--- src/rtl/matproc_job_scheduler.sv ---
// matproc_job_scheduler: queues transform jobs and issues them one at a time to the matrix processor,
// tracking its busy signal and reporting each retired job.
module matproc_job_scheduler #(
  parameter int WIDTH = 32,
  parameter int DEPTH = 4,
  parameter int CNT_W = 14
) (
  input  logic                    clk,
  input  logic                    rst,
  input  logic                    job_valid,
  output logic                    job_ready,
  input  logic [WIDTH-1:0]        job_matrix_addr,
  input  logic [WIDTH-1:0]        job_in_addr,
  input  logic [WIDTH-1:0]        job_out_addr,
  input  logic [CNT_W-1:0]        job_count,
  output logic                    mp_start,
  output logic [WIDTH-1:0]        mp_matrix_addr,
  output logic [WIDTH-1:0]        mp_in_addr,
  output logic [WIDTH-1:0]        mp_out_addr,
  output logic [CNT_W-1:0]        mp_count,
  input  logic                    mp_busy,
  output logic                    job_done,
  output logic [15:0]             jobs_completed,
  output logic [$clog2(DEPTH):0]  queue_level,
  output logic                    idle
);
  localparam int AW = $clog2(DEPTH);
  localparam int JW = 3 * WIDTH + CNT_W;
  typedef enum logic [1:0] {IDLE, ISSUE, WAIT_ACK, WAIT_DONE} state_t;
  state_t r_state, w_next;
  logic [JW-1:0] r_mem [DEPTH];
  logic [AW-1:0] r_wptr, r_rptr;
  logic [AW:0] r_level;
  logic [WIDTH-1:0] r_matrix_addr, r_in_addr, r_out_addr;
  logic [CNT_W-1:0] r_count;
  logic r_job_done;
  logic [15:0] r_jobs_completed;
  logic [JW-1:0] w_head;
  logic w_push, w_pop, w_retire;
  assign job_ready = r_level != (AW+1)'(DEPTH);
  assign w_push = job_valid && job_ready;
  assign w_head = r_mem[r_rptr];
  always_ff @(posedge clk or posedge rst) begin
    if (rst) r_state <= IDLE;
    else r_state <= w_next;
  end
  // A zero-count job retires straight out of IDLE without ever starting the processor.
  always_comb begin
    w_next = r_state;
    w_pop = 1'b0;
    w_retire = 1'b0;
    mp_start = 1'b0;
    case (r_state)
      IDLE: begin
        w_pop = r_level != '0;
        w_retire = w_pop && w_head[CNT_W-1:0] == '0;
        w_next = (w_pop && !w_retire) ? ISSUE : IDLE;
      end
      ISSUE: begin
        mp_start = 1'b1;
        w_next = WAIT_ACK;
      end
      WAIT_ACK: w_next = mp_busy ? WAIT_DONE : WAIT_ACK;
      WAIT_DONE: begin
        w_retire = !mp_busy;
        w_next = mp_busy ? WAIT_DONE : IDLE;
      end
      default: w_next = IDLE;
    endcase
  end
  always_ff @(posedge clk) begin
    if (w_push) r_mem[r_wptr] <= {job_matrix_addr, job_in_addr, job_out_addr, job_count};
  end
  always_ff @(posedge clk or posedge rst) begin
    if (rst) begin
      r_wptr <= '0;
      r_rptr <= '0;
      r_level <= '0;
    end else begin
      r_wptr <= w_push ? r_wptr + AW'(1) : r_wptr;
      r_rptr <= w_pop ? r_rptr + AW'(1) : r_rptr;
      r_level <= r_level + {{AW{1'b0}}, w_push} - {{AW{1'b0}}, w_pop};
    end
  end
  // Processor-facing registers only change on a pop, so they hold for the whole run.
  always_ff @(posedge clk or posedge rst) begin
    if (rst) begin
      {r_matrix_addr, r_in_addr, r_out_addr, r_count} <= '0;
      r_job_done <= 1'b0;
      r_jobs_completed <= '0;
    end else begin
      if (w_pop) {r_matrix_addr, r_in_addr, r_out_addr, r_count} <= w_head;
      r_job_done <= w_retire;
      r_jobs_completed <= w_retire ? r_jobs_completed + 16'd1 : r_jobs_completed;
    end
  end
  assign mp_matrix_addr = r_matrix_addr;
  assign mp_in_addr = r_in_addr;
  assign mp_out_addr = r_out_addr;
  assign mp_count = r_count;
  assign job_done = r_job_done;
  assign jobs_completed = r_jobs_completed;
  assign queue_level = r_level;
  assign idle = r_level == '0 && r_state == IDLE && !mp_busy;
endmodule

--- config.mk ---
export PLATFORM = sky130hd
export DESIGN_NAME = matproc_job_scheduler
export DESIGN_NICKNAME = d
export VERILOG_FILES = /design/src/rtl/matproc_job_scheduler.sv
export SDC_FILE = /design/constraint.sdc
export NUM_CORES = 1
export LEC_CHECK = 0
export BUFFER_PORTS_ARGS = -buffer_cell sky130_fd_sc_hd__buf_2
export CAP_MARGIN = 40
export CORE_MARGIN = 4
export CORE_UTILIZATION = 52
export CTS_CLUSTER_SIZE = 8
export DETAILED_ROUTE_END_ITERATION = 10
export PLACE_DENSITY_LB_ADDON = 0.3
export SLEW_MARGIN = 10
export SYNTH_ARGS = -nofsm -noshare
export SYNTH_HDL_FRONTEND = slang
export SYNTH_SLANG_ARGS = --single-unit
--- constraint.sdc ---
create_clock -name clk -period 3.5 [get_ports clk]
set_input_delay 0.175 -clock clk [delete_from_list [all_inputs] [get_ports clk]]
set_output_delay 0.175 -clock clk [all_outputs]
set_load 0.02 [all_outputs]
After elaboration in Yosys (flattened, before gate mapping)
Memory sizes are Yosys's and may differ from the RTL's.
Cells that the tools add are included.
{"block": "totals", "ramBits": 440, "input_bits": 114, "memories": 1, "output_inout_bits": 133, "elab_cells": 40, "regBits": 136}
{"memory": "r_mem", "depth": 4, "word_bits": 110, "read_ports": 1, "rd_ports_with_merged_regs": 0, "write_ports": 1, "line_no": "31", "rtl": "logic [JW-1:0] r_mem [DEPTH];"}
{"block": "op_classes", "n_addsub": 5, "eq_ne": 4, "reduce_logical": 11, "n_mux": 9}
{"op": "16-bit by 1-bit adder with 16-bit output, second input constant", "n": 1}
{"op": "14-bit logical NOT", "n": 1}
{"op": "2-bit case mux with 4 select lines", "n": 1}
{"op": "1-bit 2-to-1 mux", "n": 6}
{"op": "1-bit logical AND", "n": 5}
{"op": "2-bit by 1-bit adder with 2-bit output, second input constant", "n": 2}
{"op": "2-bit equality test, second input constant", "n": 2}
{"op": "3-bit by 1-bit adder with 3-bit output", "n": 1}
{"op": "3-bit logical NOT", "n": 1}
{"op": "3-bit != test, second input constant", "n": 1}
{"op": "3-bit nonzero test", "n": 1}
{"op": "3-bit by 1-bit subtractor with 3-bit output", "n": 1}
{"op": "2-bit by 1-bit equality test with 1-bit output, second input constant", "n": 1}
{"op": "1-bit logical NOT", "n": 2}
{"op": "2-bit logical NOT", "n": 1}
{"op": "2-bit 2-to-1 mux", "n": 1}
{"op": "1-bit case mux with 2 select lines", "n": 1}

Longest topological paths before layout
An unclocked memory read counts as a cell.
{"block": "depth", "word_depth": 7, "depth_mapped": 13}

Worst setup path after synthesis
No wires, ideal clock.
{"block": "synth_path", "path_kind": "flip-flop to flip-flop", "start": "reg r_level[1], in the netlist queue_level[1]", "end": "mem r_mem[0][0] (netlist bit), enable pin", "setup_ps": 483, "path_stages_with_launch": 4, "slack_ps": -471, "period_less_slack_ps": 3971, "arrival_ps": 3489, "t_required_ps": 3017, "cell_sequence": "dfrtp_1 -> nor2_1 -> nand2_1 -> and3_1"}
{"block": "synth_via", "elab_chain_len": 4}
{"element": "from (decl)", "line_no": "33", "rtl": "logic [AW:0] r_level;"}
{"element": "from (signal assigned)", "line_no": "82", "rtl": "r_level <= r_level + {{AW{1'b0}}, w_push} - {{AW{1'b0}}, w_pop};"}
{"element": "3-bit != test", "line_no": "40", "rtl": "assign job_ready = r_level != (AW+1)'(DEPTH);"}
{"element": "via job_ready", "line_no": "11", "rtl": "output logic job_ready,"}
{"element": "1-bit logical AND", "line_no": "41", "rtl": "assign w_push = job_valid && job_ready;"}
{"element": "1-bit 2-to-1 mux", "line_no": "72", "rtl": "if (w_push) r_mem[r_wptr] <= {job_matrix_addr, job_in_addr, job_out_addr, job_count};"}
{"element": "1-bit 2-to-1 mux (implied by the code)", "line_no": "72"}
{"element": "to (decl)", "line_no": "31"}
The timed path passes the listed nets, and every way through them passes these cells.

Worst setup path in the final report
{"block": "layout_path", "start": "reg r_rptr[0]", "end": "reg r_jobs_completed[1], in the netlist jobs_completed[1]"}
{"block": "layout_via", "elab_chain_len": 4}
{"element": "from (decl)", "line_no": "32", "rtl": "logic [AW-1:0] r_wptr, r_rptr;"}
{"element": "from (signal assigned)", "line_no": "81", "rtl": "r_rptr <= w_pop ? r_rptr + AW'(1) : r_rptr;"}
{"element": "memory 4 x 110 bit"}
{"element": "14-bit logical NOT", "line_no": "56", "rtl": "w_retire = w_pop && w_head[CNT_W-1:0] == '0;"}
{"element": "1-bit logical AND", "line_no": "56"}
{"element": "1-bit case mux with 2 select lines", "line_no": "53", "rtl": "case (r_state)"}
{"element": "to (signal assigned)", "line_no": "94", "rtl": "r_jobs_completed <= w_retire ? r_jobs_completed + 16'd1 : r_jobs_completed;"}
{"element": "to (decl)", "line_no": "37", "rtl": "logic [15:0] r_jobs_completed;"}
No other way between the ends.
A chain may end at the register's enable or synchronous reset.

==> impl_results.md <==
- Final instance area: 26800 µm²
- Core area: 40100 µm²
- Overall power: 0.0241 W
- H-tree depth: 3
- CTS clk-pin slew, worst paths: 0.05 ns
- XOR/XNOR Fraction of Synth Area: 0.00822
- Final ANT Viol Nets: 0
- Worst setup SP type: flip-flop
- Mapped Cells: 1161
- 1st-iter DRT viols: 747
- GP Congestion: about 0.75
- Number of max-cap violations: 0
- Worst R2R Start: r_rptr[0]
- Starting Density: 0.531
- Post-DP HPWL: 25.3 mm
- Total Routed Length: 46.0 mm
- Yosys top cell area share: 0.620
- Status: finished, final reports clean
- CP peak stage delay: 0.71 ns
- Comb pwr share: 0.288
- Clock sinks: 576
- Yosys Warn Count: 0
- Final setup vio count: 0
- Clock tree buffer depth: 3
- Area grow syn2layout: 25.6%
- Clk_lat worst skew: 0.59 ns
- Mapped cell area: roughly 21000 µm²
- Maximum vdd drop: 0.642 mV
- Largest family of logic cells by synthesized area: multiplexers
- TNS Setup: 0 ns
- Largest delay share family, worst path: multiplexers
- CP Max Fanout: 22
- IO buf count: approximately 250
- Wirelength per Cell: around 21 µm
- # hold bufs at CTS: 112
- TritonCTS Buffers: 81
- Slowest cell on the critical path: dfrtp_4
- Worst Hold Class: in -> async
- Reg2reg setup slack: between 0.6 and 0.7 ns
- RSZ-0062 raised after global routing: false
- Endpoints failing hold: 0
- Post-synthesis adder-cell area fraction: 0.00740
- Width of the chip: 210 µm
- R2R cell count: 6
- Die area: 44300 µm²
- Critical Path Stages: 6
- Clk network pwr share: 0.296
- Final worst path period need: 2.87 ns
- Via Count: 11600
- Post-synthesis async set-or-reset flop share: 0.236
- Leading area contributor after synthesis: edfxtp_1
- CTS tree: yes
- CP endpoint kind: flip-flop
- Root Driver: clkbuf_16
- Sequential fraction of design power: 0.416
- Placement Cell Area: 23300 µm²
- Initial antenna violation count: 5
- Worst endpoint required time: 3.96 ns
- Worst hold slack: 0.0766 ns
- Register area share after synthesis: 0.780
- Post-CTS Resized: 0
- Synth top area cells: edfxtp_1 (62%), dfrtp_1 (16%), mux4_2 (12%)
- Final period utilization: 0.819
- EDFF count, synth: 440
- Pwr Density: 902 nW/µm²
- Max Slew Vio Count: 0
- Pleak: around 10 nW
- Simple logic cell fraction of the synthesized area: 0.0720
- Pre-antenna DRT Iters: 6
- Remaining DRCs: 0
- Reg2reg end: jobs_completed[1]
- Nets@finish: roughly 1700
- Buffers and inverters on the worst path: 1
- Post-Route Utilization: 0.667
- Largest net degree at the start of global routing: 113
- Mapped Nets: 1287
- Row cnt: 73
- Post-CTS Setup Inserts: 0
- Switching Share: 0.322
- I/O Pins: 247
- WS Path Type: reg -> reg
- Post-synthesis compound-gate area fraction: 0.00164
- WP data arrival: 3.33 ns
- Yosys cell types: 36
- Flops & latches, synth: roughly 580
- Peak Freq: around 350 MHz
- Mux share of post-synthesis cell area: 0.117
- Mean Syn Cell Area: 18.3 µm²
- Via density: about 5.4
- Gr ovfl total: 0
- First-pass GRT wire length: 72.4 mm
- Top_reg_cell synth: edfxtp_1
- Switching power: 0.00778 W
- Ratio of cells with drive above 1 in the final layout: 0.295
- Clock skew: 0.0116 ns
- Die Y: 210 µm
- Gr usage total: 0.212
- Slew HR: 0.436
- Least-Margin Pin Slew: 0.846 ns
- P_int: 0.0164 W
- CP cell instances: mux4_2 > or4_1 > nor2_2 > a41o_1 > buf_4 > mux2_1
- Vias in the first global route: 12600
==> per-layer routing <==
layer / track usage / vias to the layer above / wire length (µm) / part of all wire
met5: 0 / - / 35 / 0.00076
met2: 0.348 / 368 / 23200 / 0.50
met3: 0.0439 / 82 / 2600 / 0.057
met4: 0.0689 / 6 / 1120 / 0.024
li1: - / 5190 / - / -
met1: 0.290 / 5962 / 19100 / 0.42
==> kinds of logic (layout without fill, tap and decap cells) <==
kind of cell,Yosys count,count (layout)
AOI/OAI and AO/OA,5,5
xor gates and xnor gates,20,20
adders and majority gates,12,12
muxes,111,111
DFF,576,576
and+or+nand+nor,374,374
buffers and inverters,63,540
other,0,2
==> placed cells by master (no fill, tap or decap), drive strengths merged, types with 7 or more instances in the layout <==
cell type	instances
and3	8
buf	269
clkbuf	142
dfrtp	136
dlygate4sd3	112
edfxtp	440
ha	11
inv	13
mux4	110
nand2	335
nand3	7
xnor2	19
==> cells in the mapped netlist, types with 2 or more instances <==
| master | count |
|---|---|
| xnor2_1 | 19 |
| dfrtp_1 | 136 |
| buf_2 | 5 |
| edfxtp_1 | 440 |
| buf_6 | 2 |
| mux4_2 | 109 |
| inv_1 | 10 |
| and2_1 | 2 |
| nand3_2 | 6 |
| ha_1 | 11 |
| nand2_1 | 335 |
| and3_1 | 8 |
| buf_12 | 2 |
| clkbuf_1 | 35 |
| nor2_1 | 4 |
| a21oi_1 | 2 |
| nand4_1 | 6 |
| and4_1 | 4 |
| buf_1 | 8 |
==> flip-flops by register name, summed over array words and instances (netlist names) <==
register        flops
jobs_completed     16
r_rptr              2
r_wptr              2
r_state             2
mp_in_addr         32
mp_matrix_addr     32
mp_out_addr        32
r_mem             440
queue_level         3
job_done            1
mp_count           14
==> metrics by stage <==
step | worst slack [ns] | instances
after floorplan | 0.771 | 1161
after global placement | 0.588 | 1901
after detailed placement | 0.579 | 1903
after CTS | 0.568 | 2163
after global routing | 0.439 | 2165
final | 0.633 | 2165
==> worst register-to-register path, cell delays in order (launching register included) <==
cell and delay, ns:
dfrtp_4 0.71, mux4_2 0.57, or4_1 0.56, nor2_2 0.16, a41o_1 0.16, buf_4 0.24, mux2_1 0.34
==> power by group through the flow <==
stage | clock network, W | registers, W | logic (W)
floorplan | 0 | 0.0107 | 0.00403
global placement | 0 | 0.0101 | 0.00681
detailed placement | 0 | 0.0101 | 0.00694
CTS | 0.00727 | 0.0100 | 0.00708
global route | 0.00761 | 0.0102 | 0.00761
finish | 0.00714 | 0.0100 | 0.00696
==> layout make-up <==
cell class / count / area (µm²)
Sequential cell: 576 / 16600
Tap cell: 525 / 657
Antenna cell: 2 / 5.00
Timing Repair Buffer: 381 / 2650
Multi-Input combinational cell: 522 / 4420
Fill cell: 2686 / 13300
Clock inverter: 6 / 75.1
Inverter: 11 / 47.5
Clock buffer: 142 / 2280
==> worst max path at each step <==
stage | start | endpoint
floorplan | queue_level[1] | r_mem[0][0]
global placement | r_rptr[0] | jobs_completed[1]
detailed placement | r_rptr[0] | jobs_completed[1]
CTS | r_rptr[0] | jobs_completed[1]
global route | r_rptr[0] | jobs_completed[3]
finish | r_rptr[0] | jobs_completed[1]
No activity file was read; power rests on OpenSTA's default activity.
